--- src/rtl/imem_loader_pkg.sv ---
// imem_loader_defs: shared state encoding and framing constants
// for the runtime instruction-memory loader.
package imem_loader_defs;

    typedef enum logic [2:0] {
        S_IDLE   = 3'd0,
        S_LEN_HI = 3'd1,
        S_LEN_LO = 3'd2,
        S_DATA   = 3'd3,
        S_CSUM   = 3'd4,
        S_DONE   = 3'd5,
        S_ERR    = 3'd6
    } state_t;

    localparam logic [7:0] SYNC_BYTE = 8'hA5;

endpackage

--- src/rtl/imem_loader.sv ---
// imem_loader: framed byte stream -> big-endian words -> IM write port.
// Optional trailing XOR checksum byte: define IMEM_LOADER_CHECKSUM_EN.
module imem_loader
    import imem_loader_defs::*;
#(
    parameter int ADDR_WIDTH = 10
) (
    input  logic                  clk,
    input  logic                  rst_n,
    input  logic                  in_valid,
    input  logic [7:0]            in_data,
    output logic                  in_ready,
    output logic                  im_we,
    output logic [ADDR_WIDTH-1:0] im_addr,
    output logic [31:0]           im_wdata,
    output logic                  cpu_hold,
    output logic                  done,
    output logic                  error
);

    state_t              state;
    logic [15:0]         len;
    logic [ADDR_WIDTH:0] word_cnt;
    logic [1:0]          byte_cnt;
    logic [23:0]         shreg;
`ifdef IMEM_LOADER_CHECKSUM_EN
    logic [7:0]          csum;
`endif

    logic                accept;
    logic [ADDR_WIDTH:0] wc_inc;
    logic [15:0]         n_new;
    logic                last_word;
    logic                too_big;

    assign accept    = in_valid && in_ready;
    assign wc_inc    = word_cnt + (ADDR_WIDTH+1)'(1);
    assign n_new     = {len[15:8], in_data};
    assign last_word = (32'(wc_inc) == 32'(len));
    assign too_big   = (32'(n_new) > (32'd1 << ADDR_WIDTH));

    always_ff @(posedge clk) begin
        if (!rst_n) begin
            state    <= S_IDLE;
            in_ready <= 1'b0;
            im_we    <= 1'b0;
            im_addr  <= '0;
            im_wdata <= '0;
            cpu_hold <= 1'b1;
            done     <= 1'b0;
            error    <= 1'b0;
            len      <= '0;
            word_cnt <= '0;
            byte_cnt <= '0;
            shreg    <= '0;
`ifdef IMEM_LOADER_CHECKSUM_EN
            csum     <= '0;
`endif
        end else begin
            in_ready <= 1'b1;
            im_we    <= 1'b0;
            unique case (state)
                S_IDLE, S_DONE, S_ERR: begin
                    if (accept && in_data == SYNC_BYTE) begin
                        state    <= S_LEN_HI;
                        done     <= 1'b0;
                        error    <= 1'b0;
                        cpu_hold <= 1'b1;
                        word_cnt <= '0;
                        byte_cnt <= '0;
`ifdef IMEM_LOADER_CHECKSUM_EN
                        csum     <= '0;
`endif
                    end else if (state == S_DONE) begin
                        // release lags the last write by one cycle
                        done     <= 1'b1;
                        cpu_hold <= 1'b0;
                    end
                end
                S_LEN_HI: begin
                    if (accept) begin
                        len[15:8] <= in_data;
                        state     <= S_LEN_LO;
                    end
                end
                S_LEN_LO: begin
                    if (accept) begin
                        len[7:0] <= in_data;
                        if (n_new == 16'd0) begin
`ifdef IMEM_LOADER_CHECKSUM_EN
                            state    <= S_CSUM;
`else
                            state    <= S_DONE;
                            done     <= 1'b1;
                            cpu_hold <= 1'b0;
`endif
                        end else if (too_big) begin
                            state <= S_ERR;
                            error <= 1'b1;
                        end else begin
                            state <= S_DATA;
                        end
                    end
                end
                S_DATA: begin
                    if (accept) begin
`ifdef IMEM_LOADER_CHECKSUM_EN
                        csum <= csum ^ in_data;
`endif
                        if (byte_cnt == 2'd3) begin
                            im_we    <= 1'b1;
                            im_addr  <= word_cnt[ADDR_WIDTH-1:0];
                            im_wdata <= {shreg, in_data};
                            word_cnt <= wc_inc;
                            byte_cnt <= 2'd0;
                            if (last_word) begin
`ifdef IMEM_LOADER_CHECKSUM_EN
                                state <= S_CSUM;
`else
                                state <= S_DONE;
`endif
                            end
                        end else begin
                            shreg    <= {shreg[15:0], in_data};
                            byte_cnt <= byte_cnt + 2'd1;
                        end
                    end
                end
`ifdef IMEM_LOADER_CHECKSUM_EN
                S_CSUM: begin
                    if (accept) begin
                        if (in_data == csum) begin
                            state    <= S_DONE;
                            done     <= 1'b1;
                            cpu_hold <= 1'b0;
                        end else begin
                            state <= S_ERR;
                            error <= 1'b1;
                        end
                    end
                end
`endif
                default: state <= S_IDLE;
            endcase
        end
    end

endmodule
--- config.mk ---
export PLATFORM = sky130hd
export DESIGN_NAME = imem_loader
export DESIGN_NICKNAME = d
export VERILOG_FILES = /design/src/rtl/imem_loader_pkg.sv /design/src/rtl/imem_loader.sv
export SDC_FILE = /design/constraint.sdc
export NUM_CORES = 1
export LEC_CHECK = 0
export CELL_PAD_IN_SITES_DETAIL_PLACEMENT = 0
export CELL_PAD_IN_SITES_GLOBAL_PLACEMENT = 1
export CORE_ASPECT_RATIO = 1.2
export CORE_MARGIN = 2
export CORE_UTILIZATION = 44
export CTS_CLUSTER_SIZE = 14
export DETAILED_ROUTE_END_ITERATION = 8
export HOLD_SLACK_MARGIN = 0.12
export PLACE_DENSITY = 0.83
export SLEW_MARGIN = 20
export SYNTH_ARGS = -nofsm -noshare
export SYNTH_HDL_FRONTEND = slang
export SYNTH_SLANG_ARGS = --single-unit
--- constraint.sdc ---
create_clock -name clk -period 4 [get_ports clk]
set_input_delay 0.4 -clock clk [delete_from_list [all_inputs] [get_ports clk]]
set_output_delay 0.4 -clock clk [all_outputs]
set_load 0.01 [all_outputs]
==> flow_summary.toml, run 1 <==
[power]
p_sw_frac = 0.208
power_mw = 2.09
peakVddDrop_mv = 0.231
power_density_nw_per_um2 = 383
power.net_switching_mw = 0.434
combPwrFrac = 0.046
p_leak_nw = 1.75
clkPwrFrac = 0.454
p_int_mw = 1.65
seq_power_share = 0.500

[timing]
max_freq_mhz = 416
worstMarginPinSlew_ns = 0.885
finClkSkew_ns = 0.00957
hold_viol_final = 0
setup_violations = 0
fin_hold_ws_ns = 0.457
post-route-period-util = 0.600
fin_tns_setup_ns = 0
grt_setup_unrepaired = "no"
slew_violations = 0
maxSlewHeadroom = 0.410
finalCriticalPeriod_ns = 2.40

[worst_setup_path]
cp_max_fo = 16
required_ns = 4.27
worstPathArrival_ns = 2.67
reg2reg_to = "word_cnt[3]$_SDFFE_PN0P_"
rr_startpoint = "state[2]$_SDFFE_PN0P_"
cp-start-kind = "flip-flop"
ff2ff_path_depth = 6
rrSetupSlack_ns = 1.60
criticalPathCategory = "reg2reg"
endpoint_kind = "flip-flop"

[drt]
routedWlPerCell_um = 14.1
drt_iter0_drc = 194
first_pass_iters = 4
ant_nets = 0
drc = 0
via_per_inst = 5.22
wirelength_mm = 9.90
num_vias = 3660

[yosys]
syn_area_um2 = 4500
yosysMostFrequentCell = "nand2_1"
yosysTopAreaCell = "dfxtp_1"
synth_top_flop_cell = "dfxtp_1"
async_flop_share = 0
ys_ff_latch = 103
syn_avg_cell_area_um2 = 8.39
syn_nets = 549
synth.distinct_cells = 51
ys_top_cells_by_count = "nand2_1 (157), dfxtp_1 (103), a21boi_0 (65), clkbuf_1 (30), nor2_1 (20)"
syn_inst = 536
yosysSeqAreaShare = 0.459
synth-edff-count = 0
synthTopCellsByArea = "dfxtp_1 (46%), nand2_1 (13%), a21boi_0 (11%)"
ys_warn_count = 0
yosys.area.top_type_share = 0.459

[floorplan]
dieArea_um2 = 11000
num_rows = 40
die_width_um = 96.3
coreArea_um2 = 9960
io_pins = 58
die_h_um = 115
start_util = 0.452

[outcome]
status = "completed"

[clock_network]
cts_buffer_depth = 2
clk_latency_ns = 0.34
cts_buffers = 9
clk_pin_slew_worst_paths_ns = 0.07
cts_resized = 0
cts.sinks = 103
cts-root-buf = "clkbuf_16"
cts_tree = "yes"
cts_max_level = 3
postCtsHoldBufs = 0
postCtsSetupBuffers = 0

[place]
gp_congestion = 0.903
portBuffers = 57
dp_hpwl_mm = 6.79
place_area_um2 = 5110

[global_routing]
grt_usage = 0.190
grt_pass1_vias = 3357
globalRoute.totalOverflow = 0
grt_pass1_wl_mm = 16.5
grt_max_degree = 59
antenna_found_initial = 0

[cells_and_area]
final_layout_size_suffix_gt1_frac = 0.0609
n_fill_cell = 947
syn2layout_area_growth_pct = 21.1
fin_util = 0.547
post-route-cell-area_um2 = 5450
nets = 584
n_antenna_cell = 0
ff_latch_area_um2 = 2060
multi_input_area_um2 = 2290

[worst_hold_path]
hold_end = "shreg[21]$_SDFFE_PN0P_"
hp-start = "shreg[21]$_SDFFE_PN0P_"
hold_path_class = "reg2reg"
whs_path_depth = 2

[flow_run]
max_cap_viol_count = 0
[power by group through the flow]
stage,registers (mW),logic (mW),clock network [mW]
floorplan,1.06,0.0705,0
global placement,1.07,0.0938,0
detailed placement,1.07,0.0954,0
CTS,1.04,0.0957,0.969
global route,1.04,0.106,1.02
finish,1.04,0.0966,0.947
[flip-flops by register name, indices dropped and copies added, names as in the netlist]
signal,count
byte_cnt,2
cpu_hold,1
done,1
error,1
im_addr,10
im_wdata,32
im_we,1
in_ready,1
len,16
shreg,24
state,3
word_cnt,11
[logic make-up (layout without fill, tap and decap cells)]
| group | after synthesis | count (layout) | share of synthesized area |
|---|---|---|---|
| and+or+nand+nor | 246 | 246 | 0.250 |
| AOI/OAI and AO/OA | 116 | 116 | 0.189 |
| DFF | 103 | 103 | 0.459 |
| buffers and inverters | 40 | 79 | 0.0373 |
| xor gates and xnor gates | 19 | 19 | 0.0370 |
| muxes | 10 | 10 | 0.0225 |
| adders and majority gates | 2 | 2 | 0.00556 |
[cells in the final DEF, fill, tap and decap left out, drive strengths merged, types with 4 or more instances in the layout]
master | Yosys | routed
nand2 | 157 | 157
buf | 8 | 6
a21boi | 82 | 82
or3 | 4 | 4
clkdlybuf4s50 | 0 | 56
xnor2 | 13 | 13
nand3 | 16 | 16
clkbuf | 30 | 11
a31oi | 5 | 5
xor2 | 6 | 6
nor2b | 15 | 15
a21oi | 4 | 4
nor3 | 7 | 7
and2 | 4 | 4
dfxtp | 103 | 103
o21ai | 14 | 14
nand3b | 4 | 4
nor2 | 22 | 22
mux2i | 9 | 9
[per-layer routing]
metal / routed length [µm] / GRT usage / up-vias / part of all wire
met5: 0 / 0 / - / 0
met4: 218 / 0.0800 / 0 / 0.022
met3: 366 / 0.0301 / 15 / 0.037
met2: 4680 / 0.299 / 86 / 0.47
met1: 4630 / 0.259 / 1686 / 0.47
li1: - / - / 1873 / -
[critical path: stages, from the launching register on]
cell and delay, ns:
dfxtp_1 0.62, nand3b_2 0.43, nor2_2 0.12, and2_1 0.18, nor2_1 0.57, o21ai_0 0.24
a21boi_1 0.16
[worst max path at each step]
stage	start	to	slack (ns)	cells after the start
3_5_place_dp	in_valid	word_cnt[5]$_SDFFE_PN0P_	1.31	7
4_1_cts	word_cnt[0]$_SDFFE_PN0P_	state[2]$_SDFFE_PN0P_	1.63	7
5_1_grt	state[2]$_SDFFE_PN0P_	word_cnt[5]$_SDFFE_PN0P_	1.37	6
2_1_floorplan	word_cnt[0]$_SDFFE_PN0P_	state[2]$_SDFFE_PN0P_	2.02	7
3_3_place_gp	in_valid	word_cnt[5]$_SDFFE_PN0P_	1.36	7
6_report	state[2]$_SDFFE_PN0P_	word_cnt[3]$_SDFFE_PN0P_	1.60	6
[cell type report]
| type | instances | share of cell area |
|---|---|---|
| timing repair buffer | 62 | 0.111 |
| tap | 126 | 0.0289 |
| inverter | 2 | 0.00138 |
| sequential | 103 | 0.379 |
| clock inverter | 4 | 0.0140 |
| multi-input combinational | 393 | 0.420 |
| clock buffer | 11 | 0.0464 |
[metrics by stage]
| step | setup slack, ns | std cells |
|---|---|---|
| detailed placement | 1.31 | 686 |
| global placement | 1.36 | 686 |
| floorplan | 2.02 | 536 |
| CTS | 1.63 | 701 |
| global route | 1.37 | 701 |
| finish | 1.60 | 701 |
Note: power is estimated with default switching activity, not from simulation.
==> run 2, diff against run 1 <==
--- a/config.mk
+++ b/config.mk
@@ -9,11 +9,11 @@
 export CELL_PAD_IN_SITES_GLOBAL_PLACEMENT = 1
 export CORE_ASPECT_RATIO = 1.2
 export CORE_MARGIN = 2
-export CORE_UTILIZATION = 44
+export CORE_UTILIZATION = 37
 export CTS_CLUSTER_SIZE = 14
 export DETAILED_ROUTE_END_ITERATION = 8
 export HOLD_SLACK_MARGIN = 0.12
-export PLACE_DENSITY = 0.83
+export PLACE_DENSITY = 0.74
 export SLEW_MARGIN = 20
 export SYNTH_ARGS = -nofsm -noshare
 export SYNTH_HDL_FRONTEND = slang
==> constraint.sdc (replaced) <==
create_clock -name clk -period 2 [get_ports clk]
set_input_delay 0.2 -clock clk [delete_from_list [all_inputs] [get_ports clk]]
set_output_delay 0.2 -clock clk [all_outputs]
set_load 0.01 [all_outputs]
==> run 2 against run 1 <==
Clock skew fell by 0.0043 ns. Setup slack got worse by 1.6 ns. Final cell count rose by 12%. Wire length rose by 6.9%. Sequential share of layout area fell by 3.1 points. Non-clock buffer count rose by 48. Final area rose by 9.1%. Die area rose by 18%. Highest routed layer unchanged.
==> flow_summary.toml, run 2 (same netlist as run 1, synthesis figures left out) <==
[drt]
routedWlPerCell_um = 13.5
drc = 0
first_pass_iters = 4
wirelength_mm = 10.6
num_vias = 3782
via_per_inst = 4.82
ant_nets = 0
drt_iter0_drc = 127

[worst_setup_path]
path_cells = "buf_4, and3_4, nand3_2, xnor2_1, or4_4, o31ai_4, mux2i_1"
worstPathArrival_ns = 2.24
ff2ff_path_depth = 7
cp_max_fo = 3
cp-start-kind = "flip-flop"
rr_startpoint = "word_cnt[0]$_SDFFE_PN0P_"
crit_buf_inv = 1
rrSetupSlack_ns = 0.02
cpPeakStageDelay_ns = 0.54
critPathTopFamily = "simple AND/OR/NAND/NOR gates"
endpoint_kind = "flip-flop"
reg2reg_to = "state[2]$_SDFFE_PN0P_"
required_ns = 2.26
cpMaxStageDelayCell = "or4_4"
criticalPathCategory = "reg2reg"

[cells_and_area]
nets = 632
post-route-cell-area_um2 = 5940
layout_commonest_cell = "nand2_1"
n_antenna_cell = 0
final_layout_size_suffix_gt1_frac = 0.151
largest-register = "im_wdata"
syn2layout_area_growth_pct = 32.1
reg_top3 = "im_wdata (32), shreg (24), len (16)"
final_cell_mix = "nand2_1 (157), dfxtp_1 (99), a21boi_0 (65)"
n_fill_cell = 1244
largest_reg_flops = 32
stdcell_count = 785

[worst_hold_path]
whs_path_depth = 3
hp-start = "rst_n"
hold_path_class = "in2reg"
hold_end = "state[0]$_SDFFE_PN0P_"

[floorplan]
io_pins = 58
die_width_um = 105
coreArea_um2 = 12000
die_h_um = 125
start_util = 0.375
dieArea_um2 = 13100
num_rows = 44

[timing]
post-route-period-util = 0.989
setup_violations = 0
hold_viol_final = 0
max_freq_mhz = 505
fin_tns_setup_ns = 0
slew_violations = 0
finalCriticalPeriod_ns = 1.98
layout_setup_ws_ns = 0.0216
finClkSkew_ns = 0.00525
grt_setup_unrepaired = "yes"
worstMarginPinSlew_ns = 0.434
maxSlewHeadroom = 0.709

[place]
gp_congestion = 0.795
place_area_um2 = 5560
dp_cells = 768
portBuffers = 57
pre_cts_ws_ns = -0.167
dp_hpwl_mm = 7.73

[global_routing]
antenna_found_initial = 0
grt_pass1_vias = 3755
grt_usage = 0.169
grt_max_degree = 67
grt_pass1_wl_mm = 18.0
globalRoute.totalOverflow = 0

[power]
peakVddDrop_mv = 0.409
p_leak_nw = 2.03
power_density_nw_per_um2 = 720

[clock_network]
cts-root-buf = "clkbuf_16"
cts_max_level = 3
cts.sinks = 103
clk_pin_slew_worst_paths_ns = 0.07
cts_buffer_depth = 2
cts_buffers = 9
clk_latency_ns = 0.34
cts_tree = "yes"

[flow_run]
max_cap_viol_count = 0

[outcome]
status = "completed"
[run 2: power breakdown]
group	total [mW]	internal [mW]	switching [mW]
registers	2.08	2.06	0.0174
logic	0.241	0.115	0.125
clock network	1.95	1.20	0.752
total	4.27	3.38	0.894
[run 2: final cells by class]
cell class                 instances  area [µm²]  area share
clock inverter                     4        76.3      0.0129
clock buffer                      12         267      0.0449
sequential                       103        2070       0.348
multi-input combinational        393        2310       0.388
timing repair buffer             110        1010       0.171
tap                              161         201      0.0339
inverter                           2        7.51     0.00126
[run 2: worst max path at each step]
stage	slack, ns	to	cells after the start	start
floorplan	0.02	state[2]$_SDFFE_PN0P_	7	word_cnt[0]$_SDFFE_PN0P_
global placement	-0.12	cpu_hold$_SDFFE_PN1P_	7	in_data[1]
detailed placement	-0.17	cpu_hold$_SDFFE_PN1P_	7	in_data[1]
CTS	0.008	state[2]$_SDFFE_PN0P_	7	word_cnt[1]$_SDFFE_PN0P_
global route	-0.09	state[2]$_SDFFE_PN0P_	6	word_cnt[3]$_SDFFE_PN0P_
finish	0.02	state[2]$_SDFFE_PN0P_	7	word_cnt[0]$_SDFFE_PN0P_
[run 2: metal layers]
layer	GRT usage	vias up	share of wire
met5	0	-	0
met4	0.0494	0	0.012
met3	0.0288	12	0.039
met2	0.282	68	0.48
met1	0.225	1737	0.47
li1	-	1965	-
[run 2: what timing repair did]
action / 4_1_cts / 5_1_grt
hold buffers: 0 / 0
gates cloned: 0 / 0
gates resized for setup: 8 / 4
endpoints found under the setup margin: 2 / 2
pin swaps: 1 / 1
setup buffers: 0 / 1
[run 2: per-stage QoR]
| step | utilization | hold slack, ns | power (mW) |
|---|---|---|---|
| after detailed placement | 0.463 | 0.447 | 2.37 |
| final | 0.495 | 0.173 | 4.27 |
| after global routing | 0.495 | 0.177 | 4.43 |
| after global placement | 0.463 | 0.445 | 2.37 |
| after CTS | 0.493 | 0.170 | 4.31 |
| after floorplan | - | 0.228 | 2.26 |
[run 2: worst register-to-register path, delay by kind of cell (launching register included)]
kind                      cells  cell delay, ns
and+or+nand+nor               3            0.81
buffers and inverters         1            0.12
muxes                         1            0.24
xor gates and xnor gates      1            0.15
AOI/OAI and AO/OA             1            0.24
DFF                           1            0.34
